`src/rtl/lfsr_stim_gen.sv`:
```
// lfsr_stim_gen: Fibonacci LFSR beat generator (RAW / ADDR / BURST / WALK) on a valid/ready port.
// Define LFSR_LOCKUP_DET_EN to enable zero-state recovery and the sticky lockup flag.
module lfsr_stim_gen #(
    parameter int          WIDTH        = 64,
    parameter logic [63:0] TAPS         = 64'hD800000000000000,
    parameter logic [63:0] SEED_DEFAULT = 64'h1,
    parameter int          OUT_W        = 64,
    parameter int          ADDR_W       = 27,
    parameter int          BURST_LEN    = 8
) (
    input  logic              clk,
    input  logic              reset,
    input  logic              enable,
    input  logic              seed_load,
    input  logic [WIDTH-1:0]  seed,
    input  logic [1:0]        mode,
    input  logic [ADDR_W-1:0] addr_mask,
    output logic              out_valid,
    input  logic              out_ready,
    output logic [OUT_W-1:0]  out,
    output logic              burst_last,
    output logic [31:0]       word_cnt,
    output logic              lockup
);

    localparam int IDX_W = $clog2(BURST_LEN);

    localparam logic [1:0] MODE_RAW   = 2'd0;
    localparam logic [1:0] MODE_ADDR  = 2'd1;
    localparam logic [1:0] MODE_BURST = 2'd2;

    localparam logic [0:0] ST_IDLE = 1'b0;
    localparam logic [0:0] ST_RUN  = 1'b1;

    localparam logic [WIDTH-1:0] TAP_MASK = TAPS[WIDTH-1:0];
    localparam logic [WIDTH-1:0] SEED_RST = SEED_DEFAULT[WIDTH-1:0];
    localparam logic [IDX_W-1:0] IDX_LAST = IDX_W'(BURST_LEN - 1);

    logic [WIDTH-1:0]  state_q, state_d;
    logic [OUT_W-1:0]  out_q, out_d;
    logic [OUT_W-1:0]  walk_q, walk_d;
    logic              out_valid_q, out_valid_d;
    logic              burst_last_q, burst_last_d;
    logic [31:0]       word_cnt_q, word_cnt_d;
    logic [IDX_W-1:0]  beat_idx_q, beat_idx_d;
    logic [0:0]        fsm_q, fsm_d;
    logic              accept;
    logic              slot;
    logic              reload;
    logic              fb;
    logic [1:0]        eff_mode;
    logic [ADDR_W-1:0] addr_bits;

`ifdef LFSR_LOCKUP_DET_EN
    logic lockup_q, lockup_d;

    // An all-zero state is replaced by the reset seed; that cycle produces no beat.
    assign reload = !seed_load && (state_q == '0);

    always_comb begin
        lockup_d = lockup_q;
        if (seed_load && (seed != '0)) begin
            lockup_d = 1'b0;
        end else if (reload) begin
            lockup_d = 1'b1;
        end
    end

    always_ff @(posedge clk or negedge reset) begin
        if (!reset) begin
            lockup_q <= 1'b0;
        end else begin
            lockup_q <= lockup_d;
        end
    end

    assign lockup = lockup_q;
`else
    assign reload = 1'b0;
    assign lockup = 1'b0;
`endif

    always_comb begin
        state_d      = state_q;
        out_d        = out_q;
        out_valid_d  = out_valid_q;
        burst_last_d = burst_last_q;
        word_cnt_d   = word_cnt_q;
        beat_idx_d   = beat_idx_q;
        walk_d       = walk_q;
        fsm_d        = fsm_q;

        accept = out_valid_q && out_ready;
        // A nonzero beat index means a burst is in flight, so mode stays frozen at BURST.
        eff_mode = (beat_idx_q != '0) ? MODE_BURST : mode;
        slot = (fsm_q == ST_RUN) && enable && !seed_load && !reload
               && (!out_valid_q || out_ready);
        fb = ^(state_q & TAP_MASK);
        addr_bits = state_q[ADDR_W-1:0] & addr_mask;
        addr_bits[2:0] = 3'b000;

        case (fsm_q)
            ST_IDLE: if (enable) fsm_d = ST_RUN;
            default: if (!enable && !out_valid_q) fsm_d = ST_IDLE;
        endcase

        if (accept) begin
            out_valid_d = 1'b0;
            word_cnt_d  = word_cnt_q + 32'd1;
        end

        if (seed_load) begin
            state_d    = seed;
            beat_idx_d = '0;
            walk_d     = OUT_W'(1);
        end else if (slot) begin
            out_valid_d  = 1'b1;
            burst_last_d = 1'b0;
            state_d      = {state_q[WIDTH-2:0], fb};
            case (eff_mode)
                MODE_RAW: out_d = state_q[OUT_W-1:0];
                MODE_ADDR: out_d = OUT_W'(addr_bits);
                MODE_BURST: begin
                    out_d        = state_q[OUT_W-1:0];
                    burst_last_d = (beat_idx_q == IDX_LAST);
                    beat_idx_d   = beat_idx_q + IDX_W'(1);
                end
                default: begin
                    out_d   = walk_q;
                    walk_d  = {walk_q[OUT_W-2:0], walk_q[OUT_W-1]};
                    state_d = state_q;
                end
            endcase
        end else if (reload) begin
            state_d = SEED_RST;
        end
    end

    always_ff @(posedge clk or negedge reset) begin
        if (!reset) begin
            state_q      <= SEED_RST;
            out_q        <= '0;
            out_valid_q  <= 1'b0;
            burst_last_q <= 1'b0;
            word_cnt_q   <= '0;
            beat_idx_q   <= '0;
            walk_q       <= OUT_W'(1);
            fsm_q        <= ST_IDLE;
        end else begin
            state_q      <= state_d;
            out_q        <= out_d;
            out_valid_q  <= out_valid_d;
            burst_last_q <= burst_last_d;
            word_cnt_q   <= word_cnt_d;
            beat_idx_q   <= beat_idx_d;
            walk_q       <= walk_d;
            fsm_q        <= fsm_d;
        end
    end

    assign out        = out_q;
    assign out_valid  = out_valid_q;
    assign burst_last = burst_last_q;
    assign word_cnt   = word_cnt_q;

endmodule

```
`config.mk`:
```
export PLATFORM = sky130hd
export DESIGN_NAME = lfsr_stim_gen
export DESIGN_NICKNAME = d
export VERILOG_FILES = /design/src/rtl/lfsr_stim_gen.sv
export SDC_FILE = /design/constraint.sdc
export NUM_CORES = 1
export LEC_CHECK = 0
export CELL_PAD_IN_SITES_DETAIL_PLACEMENT = 0
export CELL_PAD_IN_SITES_GLOBAL_PLACEMENT = 2
export CORE_ASPECT_RATIO = 1.75
export CORE_MARGIN = 10
export CORE_UTILIZATION = 32
export DETAILED_ROUTE_END_ITERATION = 6
export PLACE_DENSITY = 0.9
export SETUP_SLACK_MARGIN = 0.3
export SYNTH_ARGS = -nofsm -noshare
export SYNTH_HDL_FRONTEND = slang
export SYNTH_SLANG_ARGS = --single-unit
```
`constraint.sdc`:
```
create_clock -name clk -period 2.5 [get_ports clk]
set_input_delay 0.5 -clock clk [delete_from_list [all_inputs] [get_ports clk]]
set_output_delay 0.5 -clock clk [all_outputs]
set_load 0.01 [all_outputs]
```
==> results.py, run 1 <==
metrics = {
    "logic_synthesis": {
        "ys_warn_count": 0,
        "avgSynthCellArea_um2": 9.29,
        "netlist_top_cells_area": "dfrtp_1 (55%), nand2_1 (7.7%), a21oi_1 (3.9%)",
        "syn_nets": 1223,
        "yosys.area.top_type": "dfrtp_1",
        "synth.cell_area_mm2": 0.0104,
        "ys_seq_area_frac": 0.553,
        "syn_inst": 1121,
        "synth_top_area_frac": 0.548,
        "yosysUniqueCellTypes": 45,
        "yosys_register_bits": 230,
    },
    "setup_path": {
        "cp.arrival_ns": 1.64,
        "worstPathCellList": "clkdlybuf4s50_1",
        "crit_path_end_kind": "output port",
        "crit_type": "flip-flop to output port",
        "cp_top_family": "buffers and inverters",
        "crit_fanout": 8,
        "cp.required_ns": 2.00,
        "crit_path_start_kind": "flip-flop",
        "cp_num_buf_inv": 1,
        "cpPeakStageDelay_ns": 0.61,
        "critical_path.slowest_cell": "clkdlybuf4s50_1",
    },
    "drt": {
        "wl_per_cell_um": 19.3,
        "drt_wl_total_um": 33200,
        "drt_first_pass_iters": 4,
        "vias": 8776,
        "vias_per_cell": 5.11,
        "drt_iter0_drc": 475,
        "route.detailed.drc": 0,
        "postRouteAntennaNets": 0,
    },
    "floorplan": {
        "ios": 197,
        "die_h_um": 259,
        "initial_core_util": 0.323,
        "core_area_mm2": 0.0322,
        "rows": 87,
        "die_x_um": 156,
        "die-area_mm2": 0.0404,
    },
    "final_layout": {
        "nets": 1402,
        "antennaDiodeCount": 0,
        "final_common_cell": "dfrtp_1",
        "final-seq-area_mm2": 0.00576,
        "num-fill-cells": 3142,
        "area_growth_pct": 32.2,
        "stdcell_area_mm2": 0.0138,
        "drive_gt1_frac": 0.0767,
        "multi_input_comb_area_mm2": 0.00418,
        "layout_common_cells": "dfrtp_1 (228), nand2_1 (213), clkdlybuf4s50_1 (189)",
    },
    "clock_network": {
        "clock_path_buffers": 3,
        "numCtsBuffers": 25,
        "clock_latency_ns": 0.52,
        "cts_root_buf": "clkbuf_16",
        "cts_sinks": 230,
        "clk_pin_slew_worst_paths_ns": 0.06,
        "postCtsSetupBuffers": 0,
        "tritoncts": "built",
        "h-tree-depth": 1,
    },
    "timing": {
        "clock_skew_ns": 0.0101,
        "rsz0062_at_grt": "false",
        "hold_violations": 0,
        "timing.slew.headroom": 0.333,
        "setup_tns_ns": 0,
        "period_minus_slack_ns": 2.14,
        "max_freq_mhz": 467,
        "worstMarginPinSlew_ns": 1.00,
        "fin_crit_sh": 0.857,
        "drv_slew": 0,
        "finalSetupViolations": 0,
    },
    "global_routing": {
        "grt_max_degree": 102,
        "grt_use_total": 0.161,
        "grt_pass1_wl_um": 52500,
        "overflow": 0,
        "grt_pass1_vias": 9317,
        "antenna_found_initial": 0,
    },
    "power_and_ir_drop": {
        "ir_drop_v": 0.000377,
        "switchingPower_mw": 2.73,
        "power-per-cell-area_mw_per_mm2": 719,
        "power.leakage_nw": 6.01,
        "combinationalPowerShare": 0.188,
        "pwr-share-clk": 0.364,
        "switching_share": 0.276,
        "internal_power_mw": 7.17,
        "power_frac_seq": 0.448,
    },
    "placement": {
        "io_buffers": 192,
        "hpwl_um": 22900,
        "postPlaceCellArea_mm2": 0.0130,
        "gp_congestion": 0.827,
    },
    "run_status": {
        "status": "finished, final reports clean",
    },
    "job": {
        "maxCapViolCount": 0,
    },
    "hold_path": {
        "hp-class": "flip-flop to flip-flop",
    },
}
## per-layer routing
| layer | vias up | wire length, um | GRT usage |
|---|---|---|---|
| li1 | 4146 | - | - |
| met5 | - | 0 | 0 |
| met3 | 33 | 1570 | 0.0255 |
| met4 | 0 | 636 | 0.0445 |
| met1 | 4375 | 13100 | 0.184 |
| met2 | 222 | 17900 | 0.299 |
## registers in the layout, indices dropped and copies added (netlist names)
name,cells
out,64
state_q,64
walk_q,64
word_cnt,32
beat_idx_q,3
burst_last,1
fsm_q,1
out_valid,1
## synth_stat cells, drive strengths merged
library cell,number
a211oi,1
a21o,1
a21oi,82
a221o,6
a221oi,23
a22o,1
a22oi,22
a31oi,40
and2,5
and2b,1
and3,4
and3b,2
and4,2
and4b,1
buf,23
clkbuf,56
conb,1
dfrtp,228
dfstp,2
ha,4
inv,50
mux2,3
mux2i,2
nand2,214
nand2b,8
nand3,52
nand3b,42
nand4,16
nand4b,3
nor2,102
nor2b,30
nor3,4
nor4,3
o21ai,47
o221a,5
xnor2,29
xor2,6
## worst paths after layout
check                         startpoint           end  slack, ns  cells past startpoint
hold reg to reg             word_cnt[31]  word_cnt[31]       0.49                      1
min in group asynchronous          reset       out[24]       0.52                      2
setup reg to reg           beat_idx_q[0]   state_q[60]       0.48                      7
hold / removal              word_cnt[31]  word_cnt[31]       0.49                      1
setup / recovery            word_cnt[16]  word_cnt[16]       0.36                      1
max in group asynchronous          reset    state_q[0]       1.23                      3
## power by group through the flow
| stage | Sequential (mW) | Combinational, mW | Clock [mW] |
|---|---|---|---|
| after floorplan | 4.55 | 0.646 | 0 |
| after global placement | 4.49 | 1.87 | 0 |
| after detailed placement | 4.50 | 1.89 | 0 |
| after CTS | 4.44 | 1.90 | 3.73 |
| after global routing | 4.49 | 2.04 | 3.87 |
| final | 4.44 | 1.86 | 3.60 |
## repair_timing
item | in CTS | in global routing
endpoints found under the hold margin | 54 | 0
gates resized for setup | 0 | 1
hold buffers | 1 | 0
setup endpoints to repair | 0 | 6
## logic make-up (layout without fill, tap and decap cells)
family | after synthesis | after routing | share of synthesized area
buffers and inverters | 129 | 325 | 0.0496
xor gates and xnor gates | 35 | 35 | 0.0294
AOI/OAI and AO/OA | 228 | 228 | 0.135
and+or+nand+nor | 489 | 489 | 0.223
adders and majority gates | 4 | 4 | 0.00481
DFF | 230 | 230 | 0.553
other | 1 | 1 | 0.000360
muxes | 5 | 5 | 0.00517
## cell type report
type,count,share of cell area
clock buffer,35,0.0518
multi-input combinational,762,0.304
clock inverter,9,0.00545
timing repair buffer,231,0.171
inverter,50,0.0136
sequential,230,0.418
tap,400,0.0364
## stage by stage
stage / setup WS [ns] / utilization / instances / hold WS [ns] / total power [mW]
after floorplan: 0.604 / - / 1121 / 0.204 / 5.20
after global placement: 0.0273 / 0.402 / 1672 / 0.462 / 6.36
after detailed placement: -0.00354 / 0.402 / 1672 / 0.481 / 6.39
after CTS: 0.302 / 0.427 / 1717 / 0.493 / 10.1
after global routing: 0.307 / 0.427 / 1717 / 0.504 / 10.4
final: 0.357 / 0.427 / 1717 / 0.486 / 9.89
No activity file was read; power rests on OpenSTA's default activity.
==> run 2, diff against run 1 <==
--- a/config.mk
+++ b/config.mk
@@ -13,6 +13,7 @@
 export DETAILED_ROUTE_END_ITERATION = 6
 export PLACE_DENSITY = 0.9
 export SETUP_SLACK_MARGIN = 0.3
+export SLEW_MARGIN = 40
 export SYNTH_ARGS = -nofsm -noshare
 export SYNTH_HDL_FRONTEND = slang
 export SYNTH_SLANG_ARGS = --single-unit
==> results.py, run 2 (same netlist as run 1, synthesis figures left out) <==
metrics = {
    "floorplan": {
        "die_h_um": 259,
        "core_area_mm2": 0.0322,
        "die-area_mm2": 0.0404,
        "ios": 197,
        "die_x_um": 156,
        "rows": 87,
        "initial_core_util": 0.323,
    },
    "placement": {
        "hpwl_um": 22900,
        "placed_cells": 1672,
        "post-place-ws_ns": 0.0766,
        "io_buffers": 192,
        "gp_congestion": 0.827,
    },
    "power_and_ir_drop": {
        "internal_power_mw": 7.37,
        "power_frac_seq": 0.438,
        "combinationalPowerShare": 0.184,
        "power.leakage_nw": 6.03,
        "pwr-share-clk": 0.378,
        "ir_drop_v": 0.000441,
        "switchingPower_mw": 2.75,
        "total_power_mw": 10.1,
        "power-per-cell-area_mw_per_mm2": 732,
        "switching_share": 0.271,
    },
    "setup_path": {
        "rr_endpoint": "state_q[60]",
        "cp_num_buf_inv": 1,
        "cp.arrival_ns": 1.65,
        "rr_startpoint": "beat_idx_q[0]",
        "crit_type": "flip-flop to output port",
        "crit_fanout": 8,
        "crit_path_end_kind": "output port",
        "crit_cells": 1,
        "cp.required_ns": 2.00,
        "r2r_cells": 7,
        "worstPathCellList": "clkdlybuf4s50_1",
        "crit_end": "word_cnt[16]",
        "critical_path.slowest_cell": "clkdlybuf4s50_1",
        "r2r_slack_ns": 0.51,
        "cp_top_family": "buffers and inverters",
        "startpoint": "word_cnt[16]",
        "cpPeakStageDelay_ns": 0.61,
        "crit_path_start_kind": "flip-flop",
    },
    "clock_network": {
        "postCtsSetupBuffers": 0,
        "cts_sinks": 230,
        "clock_latency_ns": 0.53,
        "clock_path_buffers": 3,
        "cts_hold_repair.buffers": 1,
        "clk_pin_slew_worst_paths_ns": 0.06,
        "cts_resized": 0,
        "cts_root_buf": "clkbuf_16",
        "tritoncts": "built",
        "h-tree-depth": 1,
        "numCtsBuffers": 25,
    },
    "timing": {
        "clock_skew_ns": 0.00866,
        "finalSetupViolations": 0,
        "worst_slack_ns": 0.355,
        "timing.slew.headroom": 0.518,
        "worst_hold_slack_ns": 0.490,
        "period_minus_slack_ns": 2.15,
        "worstMarginPinSlew_ns": 0.723,
        "fin_crit_sh": 0.858,
        "rsz0062_at_grt": "false",
        "setup_tns_ns": 0,
        "hold_violations": 0,
        "drv_slew": 0,
        "max_freq_mhz": 466,
    },
    "hold_path": {
        "hp-class": "flip-flop to flip-flop",
    },
    "drt": {
        "route.detailed.drc": 0,
        "postRouteAntennaNets": 0,
        "wl_per_cell_um": 19.3,
        "drt_first_pass_iters": 5,
        "vias": 8779,
        "drt_iter0_drc": 454,
        "drt_wl_total_um": 33200,
        "vias_per_cell": 5.12,
    },
    "run_status": {
        "status": "finished, final reports clean",
    },
    "global_routing": {
        "grt_max_degree": 102,
        "grt_pass1_vias": 9289,
        "grt_pass1_wl_um": 52400,
        "overflow": 0,
        "grt_use_total": 0.161,
        "antenna_found_initial": 0,
    },
    "final_layout": {
        "antennaDiodeCount": 0,
        "final_cells": 1716,
        "layout_common_cells": "dfrtp_1 (228), nand2_1 (213), clkdlybuf4s50_1 (189)",
        "area_growth_pct": 32.7,
        "final_common_cell": "dfrtp_1",
        "drive_gt1_frac": 0.0760,
        "nets": 1402,
    },
    "job": {
        "maxCapViolCount": 0,
    },
}
==> run 2: cell count changes in the layout (fill, tap and decap cells not counted) <==
cell | previous run | this run
clkinv_2 | 6 | 3
bufinv_16 | 1 | 3
buf_4 | 28 | 27
buf_6 | 0 | 1
==> run 2: how the worst min path moves through the flow <==
stage                       startpoint            end  slack (ns)  cells past startpoint
after detailed placement         reset        out[24]        0.48                      1
after global routing      word_cnt[28]   word_cnt[28]        0.52                      1
after floorplan                  reset  beat_idx_q[0]        0.20                      0
after global placement    word_cnt[31]   word_cnt[31]        0.46                      1
after CTS                   walk_q[57]     walk_q[58]        0.50                      2
final                     word_cnt[31]   word_cnt[31]        0.49                      1
==> run 2: area by class of cell <==
type / instances / area (um2)
multi-input combinational: 762 / 4180
tap: 400 / 500
clock inverter: 8 / 120
inverter: 50 / 188
fill: 3138 / 18400
timing repair buffer: 231 / 2360
sequential: 230 / 5760
clock buffer: 35 / 713
==> run 2: through the flow <==
stage	utilization	area, um2
floorplan	-	10400
global placement	0.402	13000
detailed placement	0.403	13000
CTS	0.429	13800
global route	0.429	13800
finish	0.429	13800
==> run 2: power groups by stage <==
| stage | Combinational [mW] | Sequential [mW] | Clock (mW) |
|---|---|---|---|
| after floorplan | 0.646 | 4.55 | 0 |
| after global placement | 1.87 | 4.49 | 0 |
| after detailed placement | 1.90 | 4.50 | 0 |
| after CTS | 1.90 | 4.44 | 3.94 |
| after global routing | 2.04 | 4.49 | 4.07 |
| final | 1.86 | 4.43 | 3.82 |
==> run 2: metal layers <==
layer	up-vias	GRT usage	routed length, um
met5	-	0	0
met4	0	0.0437	607
met3	32	0.0260	1600
met2	217	0.301	17900
met1	4373	0.184	13000
li1	4157	-	-
==> run 3, diff against run 2 <==
--- a/config.mk
+++ b/config.mk
@@ -10,6 +10,7 @@
 export CORE_ASPECT_RATIO = 1.75
 export CORE_MARGIN = 10
 export CORE_UTILIZATION = 32
+export CTS_BUF_LIST = sky130_fd_sc_hd__clkbuf_16
 export DETAILED_ROUTE_END_ITERATION = 6
 export PLACE_DENSITY = 0.9
 export SETUP_SLACK_MARGIN = 0.3
@@ -17,3 +18,4 @@
 export SYNTH_ARGS = -nofsm -noshare
 export SYNTH_HDL_FRONTEND = slang
 export SYNTH_SLANG_ARGS = --single-unit
+export TNS_END_PERCENT = 10
==> results.py, run 3 (same netlist as run 1, synthesis figures left out) <==
metrics = {
    "timing": {
        "worst_slack_ns": 0.358,
        "worstMarginPinSlew_ns": 0.722,
        "period_minus_slack_ns": 2.14,
        "rsz0062_at_grt": "false",
        "finalSetupViolations": 0,
        "setup_tns_ns": 0,
        "timing.slew.headroom": 0.519,
        "max_freq_mhz": 467,
        "clock_skew_ns": 0.00708,
        "worst_hold_slack_ns": 0.488,
        "drv_slew": 0,
        "hold_violations": 0,
        "fin_crit_sh": 0.857,
    },
    "floorplan": {
        "core_area_mm2": 0.0322,
        "ios": 197,
        "die_h_um": 259,
        "initial_core_util": 0.323,
        "die-area_mm2": 0.0404,
        "die_x_um": 156,
        "rows": 87,
    },
    "final_layout": {
        "final_common_cell": "dfrtp_1",
        "nets": 1402,
        "final-seq-area_mm2": 0.00576,
        "num-fill-cells": 3142,
        "layout_common_cells": "dfrtp_1 (228), nand2_1 (213), clkdlybuf4s50_1 (189)",
        "stdcell_area_mm2": 0.0138,
        "drive_gt1_frac": 0.0722,
        "area_growth_pct": 32.2,
        "multi_input_comb_area_mm2": 0.00418,
        "antennaDiodeCount": 0,
    },
    "drt": {
        "postRouteAntennaNets": 0,
        "route.detailed.drc": 0,
        "vias_per_cell": 5.10,
        "vias": 8760,
        "wl_per_cell_um": 19.3,
        "drt_wl_total_um": 33100,
        "drt_first_pass_iters": 5,
        "drt_iter0_drc": 465,
    },
    "placement": {
        "post-place-ws_ns": 0.0766,
        "postPlaceCellArea_mm2": 0.0130,
        "gp_congestion": 0.827,
        "hpwl_um": 22900,
        "io_buffers": 192,
    },
    "setup_path": {
        "startpoint": "word_cnt[16]",
        "cp_top_family": "buffers and inverters",
        "cp.arrival_ns": 1.64,
        "crit_type": "flip-flop to output port",
        "crit_path_end_kind": "output port",
        "crit_fanout": 8,
        "rr_startpoint": "beat_idx_q[0]",
        "cpPeakStageDelay_ns": 0.61,
        "crit_path_start_kind": "flip-flop",
        "worstPathCellList": "clkdlybuf4s50_1",
        "critical_path.slowest_cell": "clkdlybuf4s50_1",
        "cp_num_buf_inv": 1,
        "cp.required_ns": 2.00,
    },
    "job": {
        "maxCapViolCount": 0,
    },
    "power_and_ir_drop": {
        "ir_drop_v": 0.000443,
        "power.leakage_nw": 6.02,
        "total_power_mw": 9.93,
        "power-per-cell-area_mw_per_mm2": 722,
    },
    "run_status": {
        "status": "finished, final reports clean",
    },
    "clock_network": {
        "clock_path_buffers": 3,
        "clock_latency_ns": 0.52,
        "tritoncts": "built",
        "h-tree-depth": 1,
        "cts_root_buf": "clkbuf_16",
        "numCtsBuffers": 25,
        "cts_sinks": 230,
        "clk_pin_slew_worst_paths_ns": 0.06,
        "postCtsSetupBuffers": 0,
    },
    "global_routing": {
        "grt_use_total": 0.161,
        "grt_pass1_wl_um": 52300,
        "grt_pass1_vias": 9283,
        "grt_max_degree": 102,
        "overflow": 0,
        "antenna_found_initial": 0,
    },
    "hold_path": {
        "holdCritStartpoint": "word_cnt[31]",
        "hp-class": "flip-flop to flip-flop",
    },
}
-- run 3: metrics by stage --
| stage | util | std cells |
|---|---|---|
| 6_report | 0.427 | 1716 |
| 5_1_grt | 0.427 | 1716 |
| 4_1_cts | 0.427 | 1716 |
| 3_5_place_dp | 0.403 | 1672 |
| 3_3_place_gp | 0.402 | 1672 |
| 2_1_floorplan | - | 1121 |
-- run 3: power by group --
group	total [mW]	switching, mW	internal (mW)	leakage, nW
logic	1.86	0.896	0.959	2.75
clock network	3.64	1.53	2.11	0.397
registers	4.44	0.312	4.12	2.88
-- run 3: routing by layer --
layer  vias up  wire, um  track usage
li1       4163         -            -
met1      4372     13100        0.183
met2       192     17900        0.300
met3        33      1490       0.0260
met4         0       608       0.0442
met5         -         0            0
-- run 3: cell type report --
type	count	area share
multi-input combinational	762	0.304
clock inverter	18	0.0115
clock buffer	25	0.0454
tap	400	0.0364
sequential	230	0.418
inverter	50	0.0136
timing repair buffer	231	0.171
-- run 3: worst paths after layout --
check                                to  slack, ns  cells past startpoint
min reg2reg                word_cnt[31]       0.49                      1
min                        word_cnt[31]       0.49                      1
max                        word_cnt[16]       0.36                      1
max reg2reg                 state_q[60]       0.50                      7
min in group asynchronous       out[24]       0.51                      2
max in group asynchronous     walk_q[0]       1.23                      3
-- run 3: timing repair --
action | CTS | global route
hold buffers | 1 | 0
resized for setup | 0 | 0
hold endpoints to repair | 54 | 0
